### src/rtl/seg8_arb_pkg.sv
`default_nettype none
// ============================================================================
// Module   : seg8_arb_pkg
// Purpose  : Shared types, constants and round-robin helper for the display
//            arbiter and its leading-zero blanking generator.
// Revision : 1.0 - initial release
// ============================================================================
package seg8_arb_pkg;

    localparam int DIGITS  = 8;
    localparam int MAX_REQ = 8;
    localparam logic [DIGITS-1:0] BLANK_ALL = 8'hFF;

    typedef enum logic [1:0] {
        IDLE = 2'd0,
        SHOW = 2'd1,
        GAP  = 2'd2
    } arb_state_t;

    // First requester after ptr (wrapping modulo n); ptr itself is tried last.
    function automatic logic [2:0] rr_pick(input logic [MAX_REQ-1:0] req,
                                           input logic [2:0] ptr,
                                           input int n);
        logic [2:0] win;
        logic       found;
        int         idx;
        win   = ptr;
        found = 1'b0;
        for (int i = 1; i <= MAX_REQ; i++) begin
            idx = (int'(ptr) + i) % n;
            if (!found && (i <= n) && req[idx[2:0]]) begin
                win   = idx[2:0];
                found = 1'b1;
            end
        end
        return win;
    endfunction

endpackage
`default_nettype wire

### src/rtl/seg8_lzb_gen.sv
`default_nettype none
// ============================================================================
// Module   : seg8_lzb_gen
// Purpose  : Leading-zero blanking mask for an 8-digit hex display.
// Revision : 1.0 - initial release
// ============================================================================
module seg8_lzb_gen
    import seg8_arb_pkg::*;
(
    input  logic [4*DIGITS-1:0] HEX,
    input  logic [DIGITS-1:0]   DP,
    input  logic                EN,
    output logic [DIGITS-1:0]   BLANK
);

    logic w_run;

    // Digit 0 always stays lit so a zero value still shows "0".
    always_comb begin
        BLANK = '0;
        w_run = EN;
        for (int i = DIGITS - 1; i >= 1; i--) begin
            w_run    = w_run && (HEX[4*i +: 4] == 4'h0) && !DP[i];
            BLANK[i] = w_run;
        end
    end

endmodule
`default_nettype wire

### src/rtl/seg8_display_arbiter.sv
`default_nettype none
// ============================================================================
// Module   : seg8_display_arbiter
// Purpose  : Round-robin owner arbitration of a shared 8-digit 7-segment
//            display with minimum dwell, blank gap on handover and scan CE.
// Revision : 1.0 - initial release
// ============================================================================
module seg8_display_arbiter
    import seg8_arb_pkg::*;
#(
    parameter int N_REQ       = 4,
    parameter int SCAN_DIV    = 1000,
    parameter int DWELL_TICKS = 256
) (
    input  logic                CLK,
    input  logic                RST_N,
    input  logic [N_REQ-1:0]    REQ,
    input  logic [32*N_REQ-1:0] HEX_IN,
    input  logic [8*N_REQ-1:0]  DP_IN,
    input  logic [N_REQ-1:0]    LZB_EN,
    output logic [N_REQ-1:0]    GNT,
    output logic [2:0]          OWNER,
    output logic [31:0]         HEX_OUT,
    output logic [7:0]          DP_OUT,
    output logic [7:0]          BLANK_OUT,
    output logic                CE_SCAN
);

    localparam int PW = $clog2(SCAN_DIV);
    localparam int DW = $clog2(DWELL_TICKS + 1);
    localparam logic [PW-1:0] PRESC_MAX = PW'(SCAN_DIV - 1);
    localparam logic [DW-1:0] DWELL_MAX = DW'(DWELL_TICKS);

    arb_state_t       r_state;
    arb_state_t       w_next;
    logic [PW-1:0]    r_presc;
    logic [DW-1:0]    r_dwell;
    logic [2:0]       r_owner;
    logic [2:0]       r_ptr;
    logic [N_REQ-1:0] r_gnt;
    logic [31:0]      r_hex;
    logic [7:0]       r_dp;
    logic [7:0]       r_blank;

    logic             w_ce;
    logic             w_grant;
    logic [2:0]       w_win;
    logic [MAX_REQ-1:0] w_req8;
    logic [N_REQ-1:0] w_owner_oh;
    logic             w_other;
    logic [31:0]      w_own_hex;
    logic [7:0]       w_own_dp;
    logic             w_own_lzb;
    logic             w_own_req;
    logic [7:0]       w_lzb;
    logic             w_hold_show;

    assign w_ce        = (r_presc == PRESC_MAX);
    assign w_owner_oh  = N_REQ'(1) << r_owner;
    assign w_other     = |(REQ & ~w_owner_oh);
    assign w_hold_show = (r_state == SHOW) && (w_next == SHOW);

    always_comb begin
        w_req8             = '0;
        w_req8[N_REQ-1:0]  = REQ;
    end

    assign w_win = rr_pick(w_req8, r_ptr, N_REQ);

    always_comb begin
        w_own_hex = '0;
        w_own_dp  = '0;
        w_own_lzb = 1'b0;
        w_own_req = 1'b0;
        for (int k = 0; k < N_REQ; k++) begin
            if (r_owner == 3'(k)) begin
                w_own_hex = HEX_IN[32*k +: 32];
                w_own_dp  = DP_IN[8*k +: 8];
                w_own_lzb = LZB_EN[k];
                w_own_req = REQ[k];
            end
        end
    end

    seg8_lzb_gen u_lzb (
        .HEX   (w_own_hex),
        .DP    (w_own_dp),
        .EN    (w_own_lzb),
        .BLANK (w_lzb)
    );

    always_ff @(posedge CLK or negedge RST_N) begin
        if (!RST_N) r_state <= IDLE;
        else        r_state <= w_next;
    end

    always_comb begin
        w_next  = r_state;
        w_grant = 1'b0;
        case (r_state)
            IDLE: begin
                if (|REQ) begin
                    w_next  = SHOW;
                    w_grant = 1'b1;
                end
            end
            SHOW: begin
                if (!w_own_req || ((r_dwell == DWELL_MAX) && w_other))
                    w_next = GAP;
            end
            GAP: begin
                if (w_ce) begin
                    if (|REQ) begin
                        w_next  = SHOW;
                        w_grant = 1'b1;
                    end else begin
                        w_next  = IDLE;
                    end
                end
            end
            default: w_next = IDLE;
        endcase
    end

    always_ff @(posedge CLK or negedge RST_N) begin
        if (!RST_N) begin
            r_presc <= '0;
            r_dwell <= '0;
            r_owner <= '0;
            r_ptr   <= 3'(N_REQ - 1);
            r_gnt   <= '0;
            r_hex   <= '0;
            r_dp    <= '0;
            r_blank <= BLANK_ALL;
        end else begin
            r_presc <= w_ce ? '0 : r_presc + 1'b1;

            if (w_grant) begin
                r_owner <= w_win;
                r_ptr   <= w_win;
                r_dwell <= '0;
                r_gnt   <= N_REQ'(1) << w_win;
            end else if (w_next != SHOW) begin
                r_gnt   <= '0;
            end else if (w_ce && (r_dwell != DWELL_MAX)) begin
                r_dwell <= r_dwell + 1'b1;
            end

            // Data only tracks the owner while it stays on screen; the grant
            // edge and the exit edge both leave the display blanked.
            if (w_hold_show) begin
                r_hex   <= w_own_hex;
                r_dp    <= w_own_dp;
                r_blank <= w_lzb;
            end else begin
                r_blank <= BLANK_ALL;
            end
        end
    end

    assign GNT       = r_gnt;
    assign OWNER     = r_owner;
    assign HEX_OUT   = r_hex;
    assign DP_OUT    = r_dp;
    assign BLANK_OUT = r_blank;
    assign CE_SCAN   = w_ce;

endmodule
`default_nettype wire

### config.mk
export PLATFORM = sky130hd
export DESIGN_NAME = seg8_display_arbiter
export DESIGN_NICKNAME = d
export VERILOG_FILES = /design/src/rtl/seg8_arb_pkg.sv /design/src/rtl/seg8_lzb_gen.sv /design/src/rtl/seg8_display_arbiter.sv
export SDC_FILE = /design/constraint.sdc
export NUM_CORES = 1
export LEC_CHECK = 0
export BUFFER_PORTS_ARGS = -buffer_cell sky130_fd_sc_hd__buf_2
export CORE_ASPECT_RATIO = 0.75
export CORE_MARGIN = 2
export CORE_UTILIZATION = 52
export DETAILED_ROUTE_END_ITERATION = 8
export GPL_TIMING_DRIVEN = 1
export PLACE_DENSITY_LB_ADDON = 0.1
export SETUP_SLACK_MARGIN = 0.4
export SYNTH_ARGS = -nofsm -noshare
export SYNTH_HDL_FRONTEND = slang
export SYNTH_HIERARCHICAL = 1
export SYNTH_SLANG_ARGS = --single-unit
### constraint.sdc
create_clock -name CLK -period 5.29 [get_ports CLK]
set_input_delay 0.7935 -clock CLK [delete_from_list [all_inputs] [get_ports CLK]]
set_output_delay 0.7935 -clock CLK [all_outputs]
set_load 0.02 [all_outputs]
* After elaboration in Yosys (flattened, before gate mapping)
Cells that the tools add are included.
Storage, ports and cells: bits in latches 0, word-level logic and storage cells 134, memory bits (read-only) 0, memories kept 0, RAM bits 0, bits of input ports 170, output and inout port bits 56, register bits after elaboration 79
Cells by class: reductions and logical operators 50, order comparisons 4, muxes and demuxes 46, eq/ne operators 11, add/sub/neg operators 6, bitwise operators 6, shift operators 2, div/mod/pow operators 0, $mul 0
Operators with widths (count):
- $mux 32 | 4
- $mux 8 | 5
- $logic_not 4->1 | 7
- $mux 9 | 3
- $logic_and 1x1->1 | 20
- $mux 1 | 18
- $lt 3x4->1 const B | 4
- $bmux 1 s3 | 4
- $mux 3 | 4
- $logic_not 1->1 | 11
- $add 10x1->10 const B | 1
- $eq 10x10->1 const B | 1
- $mux 10 | 1
- $add 9x1->9 const B | 1
- $eq 9x9->1 const B | 1
- $ne 9x9->1 const B | 1
- $mux 4 | 2
- $reduce_or 2->1 | 4
- $reduce_or 4->1 | 2
- $shl 1x3->4 const A | 2
- $eq 3x2->1 const B | 2
- $mux 2 | 3
- $pmux 2 s3 | 1
- $add 2x1->2 const B | 2
- other kinds (15) | 21

* Longest topological paths before layout
Gate-level depths: netlist of run 1.
word-level depth 21, gate-level depth with buffers 10, mapped depth without buffers 7

* By module
The synthesis of run 1 kept the hierarchy.
By module, submodules not included:
- seg8_display_arbiter | seq. area each 1964.4 µm², area each 4912.2 µm², cells an instance 383, times used 1
- seg8_lzb_gen | seq. area each 0.0 µm², area each 171.4 µm², cells an instance 23, times used 1

* Worst setup path after synthesis of run 1
No wires, ideal clock.
path type reg2reg, start register r_owner[0] (netlist: OWNER[0]), end register r_blank[1] (netlist: BLANK_OUT[1]), clock period less this slack 3279 ps, setup slack 2011 ps, stages on the path, launching flop included 10, library setup time 62 ps, data required time 5228 ps, arrival time 3217 ps, buffers on the path 3, path through dfrtp_1 > buf_2 > buf_2 > mux4_2 > nor2b_1 > or4_4 > or4_4 > nor4_4 > buf_4 > nand2b_1
On the way: elaborated cells between the ends (all ways) 60, classes of those cells eq/ne: 4; shift: 1; mux: 19; bitwise: 2; reduce/logical: 34
RTL lines:
- start: declaration | line seg8_display_arbiter.sv:38 | logic [2:0] r_owner;
- start signal: assignment | line seg8_display_arbiter.sv:139 | r_owner <= w_win;
- $logic_not 3->1 | line seg8_display_arbiter.sv:76 | if (r_owner == 3'(k)) begin
- $mux 32 (3 in series) | line seg8_display_arbiter.sv:76
- $mux 32 (*) | line seg8_display_arbiter.sv:76
- net w_own_hex[20] | line seg8_display_arbiter.sv:51 | logic [31:0] w_own_hex;
- $logic_not 4->1 (*) | line seg8_lzb_gen.sv:23 | w_run = w_run && (HEX[4*i +: 4] == 4'h0) && !DP[i];
- $logic_and 1x1->1 (*) (10 in series) | line seg8_lzb_gen.sv:23
- net u_lzb.w_run | line seg8_lzb_gen.sv:16 | logic w_run;
- $mux 8 (*) | line seg8_display_arbiter.sv:151 | if (w_hold_show) begin
- end signal: assignment | line seg8_display_arbiter.sv:154 | r_blank <= w_lzb;
- end: declaration | line seg8_display_arbiter.sv:43 | logic [7:0] r_blank;
Mark *: on every way through the listed nets, which the timed path passes. The rest lies on a longest branch. A chain may end at the register's enable or synchronous reset.

* Final worst setup path of run 1
start register r_owner[0] (netlist: OWNER[0]), end register r_hex[28] (netlist: HEX_OUT[28])
On the way: cells in the longest elaborated chain, start to end 11, elaborated cells between the ends (all ways) 23, classes of those cells eq/ne: 4; shift: 1; mux: 10; bitwise: 2; reduce/logical: 6
RTL lines:
- $logic_not 3->1 | line seg8_display_arbiter.sv:76
- $mux 1 (4 in series) | line seg8_display_arbiter.sv:76
- $logic_not 1->1 | line seg8_display_arbiter.sv:108 | if (!w_own_req || ((r_dwell == DWELL_MAX) && w_other))
- $logic_or 1x1->1 | line seg8_display_arbiter.sv:108
- $mux 2 | line seg8_display_arbiter.sv:108
- $pmux 2 s3 | line seg8_display_arbiter.sv:100 | case (r_state)
- $eq 2x1->1 | line seg8_display_arbiter.sv:61 | assign w_hold_show = (r_state == SHOW) && (w_next == SHOW);
- $logic_and 1x1->1 | line seg8_display_arbiter.sv:61
- end signal: assignment | line seg8_display_arbiter.sv:152 | r_hex <= w_own_hex;
- end: declaration | line seg8_display_arbiter.sv:41 | logic [31:0] r_hex;
Parallel ways exist; a longest one is shown, timed or not.

==> metrics, run 1 <==
status=finished, final reports clean; Port Buffers=about 230; Synth cell types=62; Peak Freq=295 MHz; Post-synth EDFFs=0; PwrDens=202 nW/um^2; Crit. End Element=flop; P_leak=3.14 nW; Vias/cell=5.50; most frequent cells in the layout=224 x buf_2, 65 x dfrtp_1, 47 x nor2b_1; initial core utilization=about 53%; clock sink count=a little under 80; register area share after synthesis=approximately two fifths; setup repair bufs after CTS=0; Worst-path clk slew=approximately 60 ps; pins over their slew limit=0; Routed wire per std cell=between 15 and 20 um; Area after DPL=~6200 um^2; FF-to-FF path depth=6; DRC=0; slew of the pin with the lowest slew margin=roughly 980 ps; H-tree Lvls=3; HP Start=r_presc[0]; RSZ-0062 raised after global routing=no; Final ANT Viol Nets=0; Die ar.=approximately 11,000 um^2; clock buffer depth=2; Syn Inst Count=just over 400; final setup violating endpoints=0; Root Buffer=clkbuf_16; DP Worst Slack=1880 ps; ys flop type=dfrtp_1; total power=between 1 and 1.5 mW; worst hold path type=flop to flop; final hold vios=0; setup_tns=0 ps; WHS Endpoint=r_presc[0]; Inserted Clock Buffers=9; hpwl dp=9910 um; reg2reg start=OWNER[0]; fillers=732; headroom to the max-slew limit=about a third; area grow syn2layout=27.9%; Placer Congestion=0.871; Peak VDD IR=about 0.00014 V; period utilization=around 64%; initial antenna violation count=0; fin nets=approximately 790; GR Overflow Total=0; Vias=a little over 4k; Mapped Area=between 5000 and 6000 um^2; Seq cells post-synth=between 70 and 80; io pins=226; Site Rows=31; capturing point of the worst reg2reg path=HEX_OUT[28]; drt initial violations=246; CTS tree=built; Die H=approximately 90 um; crit path DAT=3610 ps; Finished Cell Area=6500 um^2; Final Core Density=approximately two thirds; largest net degree at the start of global routing=between 70 and 80; hold buffer count at cts=0; core area=approximately 9600 um^2; Mapped Nets=slightly below 600; first-pass GRT wire length=about 20,000 um; Yosys warning total=6; antenna cell count=0; Horiz. Die Dim=between 100 and 150 um; layout cells sized above 1=56.0%; Clock Skews=between 8 and 9 ps; Tmin final=around 3400 ps; CP Max Fanout=52; Critical Path RT=5510 ps; gr usage total=about a quarter; final wirelength=13,100 um; TritonRoute pass-1 iters=6; post-cts resize count=0; Post-synth ARST share=100%; Clock Latency Late Sink=330 ps; Synth Area per Inst=around 13 um^2; Worst Hold Slack=between 400 and 500 ps; commonest non-fill, non-tap cell in the layout=buf_2; crit start category=flop; critical path class=flop to flop; hold path depth=1; Max-cap violations=0; r2r setup slk=around 1900 ps; final non-filler cell total=between 700 and 800; Placed Instances=737; Setup WS post-layout=between 1500 and 2000 ps; vias in the first global route=between 3k and 4k
-- worst max-delay path, cell delays in order, from the launching register on --
cell	delay [ps]
dfrtp_2	550
buf_4	470
or3b_1	390
a21boi_0	230
or2_1	340
and3_4	840
mux2_2	410
-- flip-flops by register name, indices dropped and copies added, names as in the netlist, 3 cells and up --
name and flops:
r_dwell 9, r_presc 10, OWNER 3, GNT 4, HEX_OUT 32, DP_OUT 8, BLANK_OUT 8
-- Yosys cell counts (all sizes together), types with 3 or more instances --
library cell  number  area [um^2]
clkbuf            12         45.0
or4                6         52.6
o31ai              3         22.5
inv                7         26.3
o21ai              5         25.0
o21a               4         30.0
ha                 3         37.5
nand2             16         60.1
dfrtp             68         1700
and2               5         31.3
mux4              41          923
nor3               9         45.0
a21oi              9         45.0
dfstp             10          263
mux2i              6         60.1
nor2              19         71.3
nand4              5         31.3
nor4               5         67.6
buf               18          144
o2bb2ai            5         43.8
nor2b             47          294
xor2               4         35.0
and3               7         48.8
xnor2              4         35.0
mux2              41          604
nand3              7         35.0
nand2b            11         68.8
-- cells by family after synthesis --
kind of cell	after synthesis	synth area share (%)
AND/OR/NAND/NOR	149	17.9
other	1	0.0738
AO/OA/AOI/OAI	41	5.73
flip-flops	78	38.6
adder cells (fa/ha/maj)	3	0.738
buffers and inverters	38	4.31
XOR/XNOR	8	1.38
multiplexers	88	31.2
-- per-layer routing --
metal / track usage, % / share of wire (%)
met5: 0 / 0
met4: 6.13 / 0.61
met3: 5.11 / 6.4
met2: 39.1 / 49
met1: 33.2 / 44
-- area by class of cell --
class | instances | area (um^2) | share of cell area [%]
Clock buffer | 10 | 229 | 3.52
Clock inverter | 5 | 52.6 | 0.808
Inverter | 8 | 30.0 | 0.462
Multi-Input combinational cell | 290 | 2900 | 44.6
Sequential cell | 78 | 1970 | 30.3
Tap cell | 132 | 165 | 2.54
Timing Repair Buffer | 229 | 1160 | 17.8
-- power by group --
group	total, mW	switching, mW	internal (mW)
Sequential	0.597	0	0.597
Clock	0.591	0.231	0.360
Combinational	0.129	0.0513	0.0772
Total	1.32	0.282	1.03
-- how the worst max path moves through the flow --
stage,from,end,slack (ps),cells after the start
global route,OWNER[0],HEX_OUT[28],1660,6
detailed placement,OWNER[0],HEX_OUT[28],1880,6
floorplan,OWNER[0],BLANK_OUT[1],2010,9
CTS,OWNER[0],HEX_OUT[29],1900,6
global placement,OWNER[0],HEX_OUT[29],1960,6
finish,OWNER[0],HEX_OUT[28],1890,6
(Power assumes the default switching activity.)
==> run 2: changes to the inputs <==
Settings changed: CORE_UTILIZATION 52 to 48.
Clock period 5.29 ns to 3.5 ns, I/O delays scaled along.
==> metrics, run 2 (synthesized netlist as in run 1, its figures left out) <==
core area=10,300 um^2 (+7.4%); Clock Skews=7.73 ps (-1.08 ps); Final Core Density=64.2% (-3.7 points); status=finished, final reports clean; P_leak=3.19 nW (+1.5%); slew of the pin with the lowest slew margin=1010 ps (+23.1 ps); final non-filler cell total=763 (+1.5%); RSZ-0062 raised after global routing=no; GR met1 Demand/Resource=32.2% (-0.97 points); Placer Congestion=0.846 (-2.9%); io pins=226 (unchanged); CTS tree=built; Clock Latency Late Sink=330 ps (about the same); Inserted Clock Buffers=9 (unchanged); Horiz. Die Dim=123 um (+3.9%); GR Overflow Total=0 (unchanged); Vias=4,154 (+0.41%); Placed Instances=746 (+1.2%); critical path class=flop to flop; drt initial violations=189 (-23%); Final ANT Viol Nets=0 (unchanged); largest net degree at the start of global routing=79 (unchanged); Worst-path clk slew=60 ps (about the same); global routing usage on met2=36.2% (-2.9 points); crit path DAT=3190 ps (-420 ps); Site Rows=32 (+3.2%); Vias/cell=5.44 (-1.0%); global route hottest layer=met2; Root Buffer=clkbuf_16; period utilization=83.7% (+20 points); Worst Hold Slack=329 ps (-154 ps); Tmin final=2930 ps (-464 ps); max reg flops=32 (unchanged); antenna cell count=0 (unchanged); Critical Path RT=3760 ps (-1750 ps); worst hold path type=primary input to async pin; most frequent cells in the layout=224 x buf_2, 65 x dfrtp_1, 47 x nor2b_1; Peak Freq=341 MHz (+16%); CP Max Fanout=29 (-44%); first-pass GRT wire length=20,200 um (+3.1%); GR met3 Demand/Resource=5.91% (+0.80 points); Routed wire per std cell=17.4 um (about the same); fin nets=795 (+0.76%); DRC=0 (unchanged); clock sink count=78 (unchanged); H-tree Lvls=3 (unchanged); TritonRoute pass-1 iters=4 (-2); initial antenna violation count=0 (unchanged); final hold vios=0 (unchanged); final wirelength=13,300 um (+1.5%); initial core utilization=49.4% (-3.7 points); clock buffer depth=2 (unchanged); Die H=93.1 um (+3.9%); Max-cap violations=0 (unchanged); vias in the first global route=4,046 (+4.1%); final setup violating endpoints=0 (unchanged); layout cells sized above 1=56.5% (+0.49 points); Port Buffers=225 (unchanged); Die ar.=11,400 um^2 (+8.0%); gr usage total=23.1% (-0.86 points); hpwl dp=10,100 um (+1.4%); commonest non-fill, non-tap cell in the layout=buf_2; headroom to the max-slew limit=33.0% (-1.5 points); pins over their slew limit=0 (unchanged); area grow syn2layout=29.9%; Peak VDD IR=0.000221 V (+58%); setup_tns=0 ps (unchanged); Crit. End Element=flop; crit start category=flop; PwrDens=316 nW/um^2 (+56%)
[run 2: cell types whose count changed in the layout (fill, tap and decap cells not counted), sizes merged]
cell / change
buf: +6
bufinv: +1
[run 2: metal layers]
| metal | part of all wire, % | wire, um | vias to the layer above |
|---|---|---|---|
| li1 | - | - | 1937 |
| met4 | 0.87 | 116 | 0 |
| met2 | 47 | 6290 | 161 |
| met1 | 44 | 5850 | 2046 |
| met3 | 7.8 | 1030 | 10 |
| met5 | 0 | 0 | - |
[run 2: layout make-up]
class | instances | area, um^2
inverter | 8 | 30.0
multi-input combinational | 290 | 2900
fill | 849 | 3690
clock buffer | 10 | 229
clock inverter | 6 | 86.3
timing repair buffer | 235 | 1220
tap | 136 | 170
sequential | 78 | 1970
[run 2: path summary, 6_finish.rpt]
kind | end | cells past startpoint | start | slack [ps]
worst max register to register | BLANK_OUT[1] | 7 | OWNER[0] | 570
worst min register to register | r_presc[0] | 1 | r_presc[0] | 470
worst min-delay path | DP_OUT[0] | 1 | RST_N | 330
worst max-delay path | BLANK_OUT[1] | 7 | OWNER[0] | 570
max in group asynchronous | OWNER[1] | 1 | RST_N | 2370
min in group CLK | r_presc[0] | 1 | r_presc[0] | 470
[run 2: timing repair]
| item | CTS | global route |
|---|---|---|
| endpoints found under the hold margin | 0 | 0 |
| hold buffers | 0 | 0 |
| endpoints found under the setup margin | 0 | 4 |
| resized for setup | 0 | 1 |
| setup buffers | 0 | 1 |
[run 2: worst max-delay path, stage by stage, from the launching register on]
cell      delay, ps
dfrtp_2         380
buf_12          230
mux4_2          520
nor2b_1         160
or4_1           600
or4_1           570
nor4_4          230
nand2b_1        140
[run 2: where the power goes]
| group | leakage [nW] | internal [mW] | switching, mW |
|---|---|---|---|
| Sequential | 1.00 | 0.902 | 0 |
| Combinational | 2.03 | 0.117 | 0.0782 |
| Clock | 0.152 | 0.623 | 0.368 |
[run 2: through the flow]
stage / cell area [um^2] / total power, mW / setup WS (ps)
4_1_cts: 6590 / 2.11 / 401
6_report: 6600 / 2.09 / 569
2_1_floorplan: 5090 / 0.991 / 408
3_3_place_gp: 6280 / 1.11 / 495
5_1_grt: 6600 / 2.18 / 437
3_5_place_dp: 6280 / 1.11 / 444
==> run 3: changes to the inputs <==
Settings changed: CORE_UTILIZATION 48 to 44.
Clock period 3.5 ns to 2.6 ns, I/O delays scaled along.
==> metrics, run 3 (synthesized netlist as in run 1, its figures left out) <==
status=finished, violations left; failing checks=negative setup slack; period utilization=105% (+21 points); final wirelength=15,200 um (+14%); Max-cap violations=0 (unchanged); CTS tree=built; Setup WS post-layout=-122 ps (-692 ps); Vias=4,376 (+5.3%); clock sink count=78 (unchanged); clock share of power=48.6% (+1.1 points); fin nets=836 (+5.2%); Placed Instances=772 (+3.5%); PwrDens=403 nW/um^2 (+27%); crit-path cells=buf_12 -> mux4_2 -> nor2b_4 -> or4_1 -> or4_4 -> nor3_1 -> nand2b_1; Horiz. Die Dim=128 um (+4.3%); CP Launch Point=OWNER[0]; Critical Path RT=2880 ps (-880 ps); Die ar.=12,400 um^2 (+8.7%); Placer Congestion=0.856 (+1.2%); worst hold path type=primary input to async pin; Die H=97.1 um (+4.3%); Inserted Clock Buffers=9 (unchanged); core area=11,100 um^2 (+7.9%); clock buffer depth=2 (unchanged); TritonRoute pass-1 iters=4 (unchanged); Crit. End Element=flop; Switching Power=0.648 mW (+45%); Logic pwr share=9.6% (+0.3 points); Worst-path clk slew=70 ps (about the same); Routed wire per std cell=18.7 um (+7.6%); P_leak=3.48 nW (+9.3%); commonest non-fill, non-tap cell in the layout=buf_2; io pins=226 (unchanged); Root Buffer=clkbuf_16; Tmin final=2720 ps (-208 ps); Peak VDD IR=0.000324 V (+46%); layout cells sized above 1=61.7% (+5.2 points); final setup violating endpoints=4 (+4); largest net degree at the start of global routing=41 (-48%); Final ANT Viol Nets=0 (unchanged); gr usage total=24.3% (+1.2 points); GR Overflow Total=0 (unchanged); first-pass GRT wire length=23,300 um (+15%); Port Buffers=225 (unchanged); RSZ-0062 raised after global routing=yes; total power=2.90 mW (+39%); FF-to-FF path depth=7 (unchanged); headroom to the max-slew limit=63.3% (+30 points); fillers=896 (+5.5%); hpwl dp=11,400 um (+14%); pins over their slew limit=0 (unchanged); reg2reg start=OWNER[0]; Vias/cell=5.40 (-0.77%); Internal Power=2.26 mW (+37%); area grow syn2layout=41.9%; DRC=0 (unchanged); initial antenna violation count=2 (+2); drt initial violations=245 (+30%); crit-path max cell delay=550 ps (-50 ps); Clock Skews=8.71 ps (+0.980 ps); setup_tns=-263 ps (-263 ps); H-tree Lvls=3 (unchanged); Site Rows=33 (+3.1%); CP Max Fanout=12 (-59%); initial core utilization=45.8% (-3.6 points); Peak Freq=367 MHz (+7.7%); Clock Latency Late Sink=340 ps (about the same); crit start category=flop; final hold vios=0 (unchanged); Worst path slowest cell=or4_4; most frequent cells in the layout=224 x buf_2, 64 x dfrtp_1, 45 x nor2b_1; critical path class=flop to flop; sequential power share=41.8% (-1.4 points); Sw Ratio=22.3% (+0.98 points); vias in the first global route=4,510 (+11%); max reg flops=32 (unchanged); crit path DAT=3000 ps (-190 ps); slew of the pin with the lowest slew margin=551 ps (-455 ps); final non-filler cell total=810 (+6.2%)
[run 3: what timing repair did]
action                     4_1_cts  5_1_grt
cloned                           0        6
hold buffers                     0        0
pin swaps                        2        4
gates resized for setup         13       11
setup buffers                    5        9
setup endpoints to repair       56       63
[run 3: cell type report]
type | instances | area (um^2) | area share, %
Antenna cell | 2 | 5.00 | 0.0694
Inverter | 8 | 35.0 | 0.486
Clock inverter | 6 | 93.8 | 1.30
Timing Repair Buffer | 275 | 1700 | 23.5
Sequential cell | 78 | 1970 | 27.3
Multi-Input combinational cell | 291 | 3000 | 41.6
Clock buffer | 10 | 239 | 3.31
Tap cell | 140 | 175 | 2.43
[run 3: power by group through the flow]
stage	clock [mW]	combinational (mW)	sequential, mW
after floorplan	0	0.100	1.24
after global placement	0	0.269	1.24
after detailed placement	0	0.277	1.24
after CTS	1.44	0.280	1.21
after global routing	1.49	0.307	1.21
final	1.41	0.279	1.21
[run 3: per-stage QoR]
step                hold WS, ps  instance area [um^2]  utilization, %  worst slack, ps
detailed placement          410                  6570            59.2             -143
global placement            405                  6570            59.2            -81.9
CTS                        51.3                  6990            63.0             -124
finish                     39.3                  7210            65.0             -122
global route               78.6                  7210            64.9             -187
floorplan                  94.4                  5180               -             -256
[run 3: critical path, delay by kind of cell (launching register included)]
kind,cells,cell delay [ps]
simple gates,5,1560
mux,1,500
flops,1,450
buf+inv,1,160
[run 3: worst paths after layout]
kind / endpoint / slack [ps]
max reg2reg: BLANK_OUT[2] / -120
min in group CLK: GNT[1] / 500
max: BLANK_OUT[2] / -120
min: HEX_OUT[20] / 40
max in group asynchronous: r_ptr[0] / 1880
min reg2reg: GNT[1] / 500
[run 3: layer usage]
layer  routed length (um)  part of all wire, %  global-route usage, %
met1                 6510                   43                   31.0
met2                 7170                   47                   40.6
met3                 1210                  8.0                   6.88
met4                  250                  1.6                   6.59
met5                   27                 0.18                      0
